<file path="config.mk">
export PLATFORM = sky130hd
export DESIGN_NAME = if_id_stage
export DESIGN_NICKNAME = d
export VERILOG_FILES = /design/src/rtl/if_id_stage.sv
export SDC_FILE = /design/constraint.sdc
export NUM_CORES = 1
export LEC_CHECK = 0
export BUFFER_PORTS_ARGS = -buffer_cell sky130_fd_sc_hd__buf_2
export CELL_PAD_IN_SITES_DETAIL_PLACEMENT = 1
export CELL_PAD_IN_SITES_GLOBAL_PLACEMENT = 1
export CORE_UTILIZATION = 40
export DETAILED_ROUTE_END_ITERATION = 8
export PLACE_DENSITY_LB_ADDON = 0.3
export SLEW_MARGIN = 20
export SYNTH_ARGS = -nofsm -noshare
export SYNTH_HDL_FRONTEND = slang
export SYNTH_SLANG_ARGS = --single-unit
</file>
<file path="constraint.sdc">
create_clock -name clk -period 2.86 [get_ports clk]
set_clock_uncertainty 0.2 [all_clocks]
set_input_delay 0.143 -clock clk [delete_from_list [all_inputs] [get_ports clk]]
set_output_delay 0.143 -clock clk [all_outputs]
set_load 0.1 [all_outputs]
</file>
<file path="src/rtl/if_id_stage.sv">
// IF/ID pipeline register with valid/ready handshakes on both sides, a one-entry
// skid buffer so ready_f is state-derived, flush-to-NOP and a saturating stall counter.
module if_id_stage #(
  parameter int unsigned            DATA_WIDTH = 32,
  parameter int unsigned            ADDR_WIDTH = 32,
  parameter logic [DATA_WIDTH-1:0]  NOP_INSTR  = 32'h00000013,
  parameter int unsigned            CNT_WIDTH  = 16
) (
  input  logic                  clk,
  input  logic                  rst,
  input  logic                  valid_f,
  output logic                  ready_f,
  input  logic [DATA_WIDTH-1:0] RDF,
  input  logic [ADDR_WIDTH-1:0] PCF,
  input  logic [ADDR_WIDTH-1:0] PCPlus4F,
  input  logic                  flush,
  output logic                  valid_d,
  input  logic                  ready_d,
  output logic [DATA_WIDTH-1:0] InstrD,
  output logic [ADDR_WIDTH-1:0] PCD,
  output logic [ADDR_WIDTH-1:0] PCPlus4D,
  output logic [CNT_WIDTH-1:0]  stall_cnt
);

  typedef enum logic [1:0] {EMPTY, FULL, SKID} state_t;

  state_t                state;
  logic [DATA_WIDTH-1:0] main_instr, skid_instr;
  logic [ADDR_WIDTH-1:0] main_pc, main_pc4, skid_pc, skid_pc4;
  logic                  in_fire, out_fire;

  // Handshake flags decode the state register only, so ready_f never sees ready_d.
  assign valid_d  = (state != EMPTY);
  assign ready_f  = (state != SKID);
  assign in_fire  = valid_f & ready_f;
  assign out_fire = valid_d & ready_d;

  assign InstrD   = valid_d ? main_instr : NOP_INSTR;
  assign PCD      = main_pc;
  assign PCPlus4D = main_pc4;

  always_ff @(posedge clk) begin
    if (rst) begin
      state      <= EMPTY;
      main_instr <= '0;
      main_pc    <= '0;
      main_pc4   <= '0;
      skid_instr <= '0;
      skid_pc    <= '0;
      skid_pc4   <= '0;
      stall_cnt  <= '0;
    end else begin
      if (valid_d && !ready_d && (stall_cnt != '1))
        stall_cnt <= stall_cnt + CNT_WIDTH'(1);

      // Flush only retargets the state; main payload stays so PCD/PCPlus4D hold.
      if (flush) begin
        state <= EMPTY;
      end else begin
        case (state)
          EMPTY: begin
            if (in_fire) begin
              main_instr <= RDF;
              main_pc    <= PCF;
              main_pc4   <= PCPlus4F;
              state      <= FULL;
            end
          end
          FULL: begin
            if (in_fire && out_fire) begin
              main_instr <= RDF;
              main_pc    <= PCF;
              main_pc4   <= PCPlus4F;
            end else if (in_fire) begin
              skid_instr <= RDF;
              skid_pc    <= PCF;
              skid_pc4   <= PCPlus4F;
              state      <= SKID;
            end else if (out_fire) begin
              state <= EMPTY;
            end
          end
          SKID: begin
            if (out_fire) begin
              main_instr <= skid_instr;
              main_pc    <= skid_pc;
              main_pc4   <= skid_pc4;
              state      <= FULL;
            end
          end
          default: state <= EMPTY;
        endcase
      end
    end
  end

endmodule

</file>
==> results of run 1 <==
logic make-up (layout without fill, tap and decap cells):
logic type | after synthesis | count (layout) | synth area share [%]
AO/OA/AOI/OAI | 323 | 323 | 23.0
XOR/XNOR | 1 | 1 | 0.0985
adder cells (fa/ha/maj) | 1 | 1 | 0.141
buffers and inverters | 104 | 389 | 4.78
flip-flops | 210 | 210 | 47.3
multiplexers | 98 | 98 | 11.0
AND/OR/NAND/NOR | 275 | 275 | 13.7
cell type report:
class	instances	share of cell area [%]
Inverter	3	0.135
Timing Repair Buffer	346	20.4
Multi-Input combinational cell	698	35.7
Clock buffer	39	5.96
Sequential cell	210	34.9
Tap cell	280	2.91
Clock inverter	1	0.0415
power by group through the flow:
stage,Combinational [mW],Clock [mW],Sequential [mW]
2_1_floorplan,0.440,0,3.62
3_3_place_gp,1.16,0,3.15
3_5_place_dp,1.18,0,3.16
4_1_cts,1.29,2.95,3.09
5_1_grt,1.37,3.06,3.11
6_report,1.30,2.87,3.10
critical path, stage by stage, from the launching register on:
cell	delay [ns]
dfxtp_1	0.53
nor2b_1	0.18
nand3_4	0.12
buf_4	0.63
nand2_1	0.13
a21oi_1	0.18
dlygate4sd3_1	0.56
how the worst min path moves through the flow:
stage,end,slack [ns],cells after the start
after floorplan,state[0],0.02,1
after global placement,state[0],0.19,2
after detailed placement,skid_pc4[22],0.20,3
after CTS,skid_instr[21],0.19,5
after global routing,skid_instr[21],0.24,5
final,skid_pc[31],0.21,5
per-stage QoR:
stage	cells	setup slack [ns]
after global routing	1577	0.0485
after floorplan	1012	0.0109
after global placement	1421	0.731
final	1577	0.253
after detailed placement	1421	0.615
after CTS	1577	0.180
layout by cell type (no fill, tap or decap), types with 10 or more instances in the layout:
cell type | netlist | final
buf_2 | 19 | 213
nand2_1 | 196 | 196
clkbuf_1 | 78 | 10
dfxtp_1 | 210 | 210
clkbuf_16 | 0 | 25
dlygate4sd3_1 | 0 | 116
mux2i_1 | 98 | 98
a311oi_1 | 97 | 97
a21oi_1 | 202 | 202
nor2b_1 | 31 | 30
per-layer routing:
layer | share of wire (%) | GRT usage, % | vias up
li1 | - | - | 4215
met1 | 43 | 28.6 | 4137
met2 | 50 | 42.6 | 190
met3 | 4.9 | 4.37 | 44
met4 | 2.0 | 7.20 | 0
met5 | 0 | 0 | -
registers in the layout, summed over array words and instances, names as in the netlist:
name	cells
state	2
main_instr	32
PCD	32
skid_pc	32
stall_cnt	16
skid_instr	32
skid_pc4	32
PCPlus4D	32
repair_timing:
item                       in CTS  in global routing
hold buffers                  116                  0
gates resized for setup         0                  1
hold endpoints to repair      207                  0
buffers inserted                0                  0
setup endpoints to repair       0                  1
==> flow_summary_export.csv, run 1 <==
group,metric,value,unit
route,antenna_left,0,
route,drt_pre_antenna_iters,4,
placement,gp_congestion,0.771,
synthesis,synth_edf_count,0,
synthesis,synth_area,0.00889,mm^2
cts,cts_buffer_depth,3,
route,wl_per_cell,17.8,um
job,drv_cap,0,
global_routing,grt_max_degree,121,
route,drtIter0Drc,263,
layout,final_nets,1385,
floorplanning,die_h,151,um
synthesis,syn-instance-count,1012,
setup_path,r2r-start,"state[1]",
pwr,power_frac_comb,17.9,%
placement,portBuffers,214,
synthesis,syn-num-nets,1114,
floorplanning,die_area,0.0228,mm^2
timing,period_share,91.1,%
layout,final_area,0.0121,mm^2
pwr,p_sw_share,30.0,%
run_status,status,"finished, final reports clean",
route,drc,0,
pwr,p_leak,5.28,nW
global_routing,grt_pass1_wl,44100,um
floorplanning,start_util,40.8,%
timing,worstMarginPinSlew,0.792,ns
synthesis,synthFlopType,"dfxtp_1",
global_routing,gr-total-overflow,0,
layout,syn2layout_area_growth,35.6,%
synthesis,synthTopCellsByCount,"dfxtp_1, a21oi_1, nand2_1",
cts,root_buffer,"clkbuf_16",
layout,seq_area,0.00420,mm^2
placement,dp_hpwl,15500,um
route,wl,28100,um
pwr,seqPwrFrac,42.6,%
pwr,p_per_area,603,mW/mm^2
global_routing,grt_pass1_vias,8798,
floorplanning,rows,54,
placement,dpl_cell_area,0.0102,mm^2
layout,final_layout_size_suffix_gt1_share,21.4,%
floorplanning,design.core.area,0.0218,mm^2
timing,slew_headroom,47.2,%
setup_path,regToRegEndpoint,"skid_instr[29]",
cts,cts_tree,"built",
global_routing,antenna_found_initial,0,
timing,max_freq,0.384,GHz
synthesis,synth_cell_type_count,42,
floorplanning,num_io_pins,215,
timing,final.hold.worst_slack,0.212,ns
worst_hold_path,min_from,"valid_f",
pwr,pwr-share-clk,39.5,%
timing,slew_viol_final,0,
setup_path,rrSetupSlack,0.25,ns
setup_path,cp-end-kind,"flop",
synthesis,yosysTopAreaCellShare,47.3,%
cts,clk_pin_slew,0.06,ns
cts,htree_levels,1,
cts,cts_num_sinks,210,
setup_path,cp-start-kind,"flop",
layout,diodes,0,
timing,rsz0062_at_grt,"no",
synthesis,synth.avg_cell_area,8.79,um^2
synthesis,ys_seq_area_share,47.3,%
timing,timing.final.crit_period,2.61,ns
layout,utilization,55.3,%
synthesis,yosys-top-cells-area,"dfxtp_1, a21oi_1, mux2i_1",
cts,cts-buffers-inserted,24,
setup_path,crit_end,"skid_instr[29]",
setup_path,startpoint,"state[1]",
pwr,switchingPower,2.18,mW
setup_path,crit_type,"flop to flop",
cts,clk_latency,0.51,ns
synthesis,yosys_warnings,0,
setup_path,cp.required,3.12,ns
floorplanning,fp.dieW,151,um
route,vias_per_cell,5.44,
synthesis,async_flop_share,0,%
synthesis,synth_top_area_cell,"dfxtp_1",
pwr,power.internal,5.09,mW
timing,final-hold-violation-count,0,
timing,setup_tns,0,ns
layout,multiInputGateArea,0.00431,mm^2
synthesis,ys_ff_latch,210,
pwr,irDropWorstVdd,330,uV
setup_path,r2r_cells,6,
timing,finalSetupViolations,0,
pwr,fin_total_pwr,7.27,mW
global_routing,grt_use_total,23.8,%
worst_hold_path,holdCritPathClass,"primary input to flop",
setup_path,crit_fanout,68,
setup_path,crit_arrival,2.87,ns
layout,fillers,2561,
route,via_count,8586,
synthesis,synth_most_common_cell,"dfxtp_1",
Power figures use the tool's default switching activity.
==> run 2: changes to the inputs <==
--- a/config.mk
+++ b/config.mk
@@ -8,7 +8,7 @@
 export BUFFER_PORTS_ARGS = -buffer_cell sky130_fd_sc_hd__buf_2
 export CELL_PAD_IN_SITES_DETAIL_PLACEMENT = 1
 export CELL_PAD_IN_SITES_GLOBAL_PLACEMENT = 1
-export CORE_UTILIZATION = 40
+export CORE_UTILIZATION = 36
 export DETAILED_ROUTE_END_ITERATION = 8
 export PLACE_DENSITY_LB_ADDON = 0.3
 export SLEW_MARGIN = 20
==> constraint.sdc (replaced) <==
create_clock -name clk -period 2.2 [get_ports clk]
set_clock_uncertainty 0.2 [all_clocks]
set_input_delay 0.11 -clock clk [delete_from_list [all_inputs] [get_ports clk]]
set_output_delay 0.11 -clock clk [all_outputs]
set_load 0.1 [all_outputs]
==> run 2 against run 1 <==
Global-route usage is 1.9 points lower; power is 32% higher; combinational power is 35% higher; clock power is 33% higher; register-to-register slack worse by 0.13 ns; sequential share of layout area is 0.70 points lower; die area is 11% higher; final area is 2.8% higher; sequential cell count stayed put; worst hold slack worse by 0.019 ns; critical endpoint is now InstrD[13].
==> flow_summary_export.csv, run 2 (synthesis results as in run 1) <==
group,metric,value,unit
run_status,status,"finished, final reports clean",
route,drc,0,
timing,worstMarginPinSlew,0.592,ns
layout,layoutNonFillerInstCount,1621,
layout,final_cell_mix,"a21oi_1, nand2_1, dfxtp_1",
route,antenna_left,0,
layout,final_nets,1385,
route,wl,28600,um
layout,syn2layout_area_growth,39.4,%
timing,slew_viol_final,0,
timing,slew_headroom,60.5,%
route,vias_per_cell,5.28,
worst_hold_path,hold_end,"skid_instr[28]",
setup_path,cp_common_cell,"buf_4",
global_routing,gr-total-overflow,0,
floorplanning,start_util,36.7,%
layout,seq_area,0.00424,mm^2
setup_path,rrSetupSlack,0.12,ns
setup_path,critPathBufInv,3,
cts,clk_pin_slew,0.06,ns
cts,cts_tree,"built",
route,drt_pre_antenna_iters,6,
pwr,p_leak,5.35,nW
global_routing,grt_pass1_vias,8937,
global_routing,grt_use_total,21.9,%
cts,root_buffer,"clkbuf_16",
worst_hold_path,holdPathStages,4,
global_routing,grt_max_degree,123,
pwr,fin_total_pwr,9.60,mW
setup_path,regToRegEndpoint,"stall_cnt[14]",
layout,final_common_cell,"a21oi_1",
placement,portBuffers,214,
global_routing,antenna_found_initial,1,
route,via_count,8551,
layout,utilization,51.1,%
setup_path,r2r_cells,5,
setup_path,cp-end-kind,"primary output",
cts,clk_latency,0.52,ns
route,drtIter0Drc,447,
floorplanning,rows,57,
floorplanning,design.core.area,0.0242,mm^2
global_routing,grt_pass1_wl,46500,um
layout,multiInputGateArea,0.00432,mm^2
setup_path,cpMaxStageDelayCell,"dfxtp_1",
layout,fillers,2795,
setup_path,crit_type,"flop to primary output",
timing,max_freq,0.463,GHz
cts,cts-buffers-inserted,24,
cts,htree_levels,1,
setup_path,path_cells,"buf_4 -> nor2_4 -> buf_4 -> nor2b_1 -> buf_4",
job,drv_cap,0,
layout,final_layout_size_suffix_gt1_share,24.3,%
pwr,irDropWorstVdd,494,uV
timing,final-hold-violation-count,0,
floorplanning,die_h,159,um
worst_hold_path,holdCritPathClass,"primary input to flop",
floorplanning,die_area,0.0253,mm^2
setup_path,critPathTopFamily,"buffers and inverters",
pwr,p_per_area,774,mW/mm^2
timing,period_share,98.1,%
floorplanning,fp.dieW,159,um
setup_path,cp.required,1.89,ns
setup_path,crit_fanout,10,
setup_path,critPathMaxStageDelay,0.41,ns
timing,finalSetupViolations,0,
cts,cts_num_sinks,210,
placement,dp_hpwl,16400,um
timing,timing.final.crit_period,2.16,ns
route,wl_per_cell,17.6,um
placement,dp.cells,1479,
setup_path,cp-start-kind,"flop",
timing,final.hold.worst_slack,0.194,ns
placement,gp_congestion,0.766,
setup_path,r2r-start,"stall_cnt[0]",
cts,cts_buffer_depth,3,
setup_path,crit_arrival,1.85,ns
worst_hold_path,min_from,"RDF[28]",
floorplanning,num_io_pins,215,
run 2: cell types whose count changed in the layout (fill, tap and decap cells not counted), sizes merged:
cell         before  now
clkbuf           39   40
buf             230  243
diode             0    1
dlygate4sd3     116  101
run 2: metal layers:
metal | GRT usage (%) | routed length [um] | vias up
li1 | - | - | 4201
met2 | 39.5 | 14300 | 168
met1 | 26.9 | 12500 | 4141
met5 | 0 | 0 | -
met4 | 5.46 | 537 | 0
met3 | 3.86 | 1230 | 41
run 2: worst max path at each step:
stage               slack [ns]  depth (start not counted)          from            end
floorplan                -0.22                          4      state[1]     InstrD[10]
global placement          0.16                          5  stall_cnt[0]  stall_cnt[14]
detailed placement        0.13                          5  stall_cnt[0]  stall_cnt[14]
CTS                     0.0008                          5      state[1]     InstrD[26]
global route             -0.03                          5      state[1]     InstrD[10]
finish                    0.04                          5      state[1]     InstrD[13]
run 2: where the power goes:
part / internal, mW / leakage [nW] / total (mW) / switching (mW)
Combinational: 0.503 / 3.26 / 1.75 / 1.25
Sequential: 3.94 / 1.72 / 4.02 / 0.0735
Clock: 2.26 / 0.367 / 3.83 / 1.57
run 2: per-stage QoR:
stage / worst slack [ns] / area [um^2] / TNS, ns
after floorplan: -0.215 / 8930 / -5.47
after global placement: 0.157 / 10500 / 0
after detailed placement: 0.129 / 10500 / 0
after CTS: 0.000761 / 12300 / 0
after global routing: -0.0271 / 12400 / -0.0660
final: 0.0411 / 12400 / 0
run 2: cell type report:
type / count / area share [%]
diodes: 1 / 0.0202
clock buffers: 38 / 5.91
clock inverters: 1 / 0.131
inverters: 3 / 0.131
multi-input cells: 698 / 34.9
flip-flops and latches: 210 / 34.2
well taps: 324 / 3.27
repair buffers: 346 / 21.5
run 2: what timing repair did:
action,CTS,global route
hold buffers,101,0
endpoints found under the setup margin,26,11
hold endpoints to repair,206,0
gates resized for setup,27,18
pin swaps,1,0
buffers inserted,1,0
run 2: worst reg2reg max path: cells and delay by family (launching register included):
kind | cells | cell delay, ns
flip-flops | 1 | 0.36
AO/OA/AOI/OAI | 1 | 0.14
adder cells (fa/ha/maj) | 1 | 0.23
AND/OR/NAND/NOR | 3 | 1.07
==> run 3: changes to the inputs <==
--- a/config.mk
+++ b/config.mk
@@ -5,10 +5,11 @@
 export SDC_FILE = /design/constraint.sdc
 export NUM_CORES = 1
 export LEC_CHECK = 0
+export ABC_AREA = 1
 export BUFFER_PORTS_ARGS = -buffer_cell sky130_fd_sc_hd__buf_2
 export CELL_PAD_IN_SITES_DETAIL_PLACEMENT = 1
 export CELL_PAD_IN_SITES_GLOBAL_PLACEMENT = 1
-export CORE_UTILIZATION = 36
+export CORE_UTILIZATION = 34
 export DETAILED_ROUTE_END_ITERATION = 8
 export PLACE_DENSITY_LB_ADDON = 0.3
 export SLEW_MARGIN = 20
==> run 3 against run 2 <==
Area after synthesis up 8.9%; clock power increased by 19%; final cell count up 31%; first-iteration DRC count grew 19%; critical path type unchanged; largest cell class unchanged.
==> flow_summary_export.csv, run 3 <==
group,metric,value,unit
run_status,status,"finished, final reports clean",
synthesis,synth.avg_cell_area,6.64,um^2
setup_path,cp.required,1.89,ns
floorplanning,rows,61,
setup_path,cp-end-kind,"primary output",
setup_path,crit_fanout,33,
layout,syn2layout_area_growth,37.0,%
route,drt_pre_antenna_iters,4,
route,via_count,10430,
pwr,fin_total_pwr,10.6,mW
floorplanning,num_io_pins,215,
setup_path,critPathBufInv,2,
timing,finalSetupViolations,0,
setup_path,critPathMaxStageDelay,0.43,ns
timing,worstMarginPinSlew,0.583,ns
global_routing,gr-total-overflow,0,
timing,final-hold-violation-count,0,
cts,clk_latency,0.51,ns
synthesis,yosysTopAreaCellShare,43.4,%
synthesis,synthTopCellsByCount,"nor2_1, nand2_1, dfxtp_1",
synthesis,syn-num-nets,1561,
cts,htree_levels,1,
synthesis,ys_ff_latch,210,
synthesis,yosys_warnings,0,
cts,root_buffer,"clkbuf_16",
floorplanning,fp.dieW,171,um
pwr,pwr-share-clk,43.0,%
route,vias_per_cell,4.92,
layout,final_layout_size_suffix_gt1_share,18.0,%
timing,period_share,97.1,%
layout,final_area,0.0133,mm^2
synthesis,synth_edf_count,0,
synthesis,yosys-top-cells-area,"dfxtp_1, nor2_1, nand2_1",
pwr,power_frac_comb,18.7,%
global_routing,antenna_found_initial,2,
floorplanning,die_area,0.0292,mm^2
route,wl,33600,um
pwr,p_sw_share,30.0,%
layout,final_common_cell,"nor2_1",
floorplanning,start_util,34.7,%
synthesis,synth_cell_type_count,26,
pwr,p_leak,6.15,nW
job,drv_cap,0,
synthesis,syn-instance-count,1459,
pwr,switchingPower,3.18,mW
global_routing,grt_max_degree,128,
setup_path,cpMaxStageDelayCell,"dfxtp_2",
global_routing,grt_pass1_wl,53500,um
floorplanning,die_h,171,um
pwr,seqPwrFrac,38.3,%
placement,portBuffers,214,
setup_path,critPathTopFamily,"buffers and inverters",
placement,dp_hpwl,19800,um
synthesis,synthFlopType,"dfxtp_1",
cts,cts-buffers-inserted,25,
placement,dpl_cell_area,0.0112,mm^2
synthesis,ys_seq_area_share,43.4,%
cts,clk_pin_slew,0.06,ns
synthesis,synth_most_common_cell,"nor2_1",
setup_path,crit_type,"flop to primary output",
route,antenna_left,0,
route,drc,0,
layout,final_nets,1824,
cts,cts_num_sinks,210,
global_routing,grt_use_total,22.7,%
placement,gp_congestion,0.797,
pwr,irDropWorstVdd,635,uV
timing,slew_viol_final,0,
worst_hold_path,holdCritPathClass,"primary input to flop",
floorplanning,design.core.area,0.0279,mm^2
route,drtIter0Drc,533,
synthesis,synth_area,0.00969,mm^2
layout,final_cell_mix,"nor2_1, nand2_1, dfxtp_1",
pwr,p_per_area,799,mW/mm^2
timing,slew_headroom,61.1,%
setup_path,path_cells,"nor2_4 -> buf_4 -> nor2_1 -> clkbuf_4",
setup_path,cp-start-kind,"flop",
setup_path,crit_arrival,1.83,ns
pwr,power.internal,7.43,mW
cts,cts_tree,"built",
synthesis,async_flop_share,0,%
timing,max_freq,0.468,GHz
timing,timing.final.crit_period,2.14,ns
route,wl_per_cell,15.9,um
cts,cts_buffer_depth,3,
synthesis,synth_top_area_cell,"dfxtp_1",
global_routing,grt_pass1_vias,10695,
[run 3: cell count changes in the layout (fill, tap and decap cells not counted), sizes merged, moves of 5 or more]
cell / delta
nor2: +372
nand3: +71
nand3b: +95
a311oi: -97
nand2: +114
bufinv: +6
o21ai: +128
mux2i: -98
inv: +77
nor2b: -31
buf: -22
clkbuf: +12
a21oi: -160
or3: -5
[run 3: path summary, 6_finish.rpt]
| check | from | end | slack (ns) | cells past startpoint |
|---|---|---|---|---|
| hold reg to reg | skid_instr[25] | skid_instr[25] | 0.25 | 2 |
| hold / removal | PCF[17] | skid_pc[17] | 0.18 | 4 |
| setup / recovery | state[1] | InstrD[14] | 0.06 | 4 |
| setup reg to reg | state[0] | PCD[23] | 0.11 | 8 |
[run 3: cell families (layout without fill, tap and decap cells)]
family / Yosys count / after routing / share of synthesized area (%)
AND/OR/NAND/NOR: 879 / 879 / 39.2
flip-flops: 210 / 210 / 43.4
buffers and inverters: 185 / 464 / 7.54
AO/OA/AOI/OAI: 178 / 178 / 9.24
XOR/XNOR: 6 / 6 / 0.542
adder cells (fa/ha/maj): 1 / 1 / 0.129
other: 0 / 2 / 0
[run 3: power by group through the flow]
stage | Combinational (mW) | Sequential (mW) | Clock (mW)
floorplan | 0.678 | 4.82 | 0
global placement | 1.80 | 4.14 | 0
detailed placement | 1.82 | 4.14 | 0
CTS | 1.98 | 4.06 | 4.67
global route | 2.12 | 4.08 | 4.85
finish | 1.98 | 4.06 | 4.57
[run 3: repair_timing]
action,CTS,global route
hold buffers,101,0
pin swaps,1,0
setup buffers,3,0
endpoints found under the setup margin,18,22
endpoints found under the hold margin,207,0
resized for setup,9,24
[run 3: worst min-delay path, delay by kind of cell]
kind	cells	cell delay [ns]
and+or+nand+nor	2	0.12
buffers and inverters	2	0.63
[run 3: routing by layer]
metal | up-vias | share of wire, % | global-route usage [%]
met5 | - | 0 | 0
met4 | 0 | 1.8 | 5.82
met3 | 45 | 4.5 | 3.28
met2 | 226 | 49 | 41.4
met1 | 5022 | 45 | 27.7
li1 | 5137 | - | -
[run 3: per-stage QoR]
stage          TNS, ns  hold slack (ns)  setup WS (ns)  std cells  util (%)
2_1_floorplan    -2.17          -0.0283        -0.0765       1459         -
3_3_place_gp    -0.124            0.149        -0.0621       1969      40.3
3_5_place_dp    -0.200            0.155         -0.109       1969      40.3
4_1_cts              0            0.155         0.0128       2116      47.3
5_1_grt        -0.0127            0.174        -0.0122       2118      47.5
6_report             0            0.180         0.0643       2118      47.5
[run 3: cell type report]
type,instances,area [um^2]
clock inverter,11,209
timing repair buffer,342,2550
fill,3637,14700
inverter,79,304
sequential,210,4230
tap,378,473
multi-input combinational,1064,4800
clock buffer,32,692
antenna,2,5.00
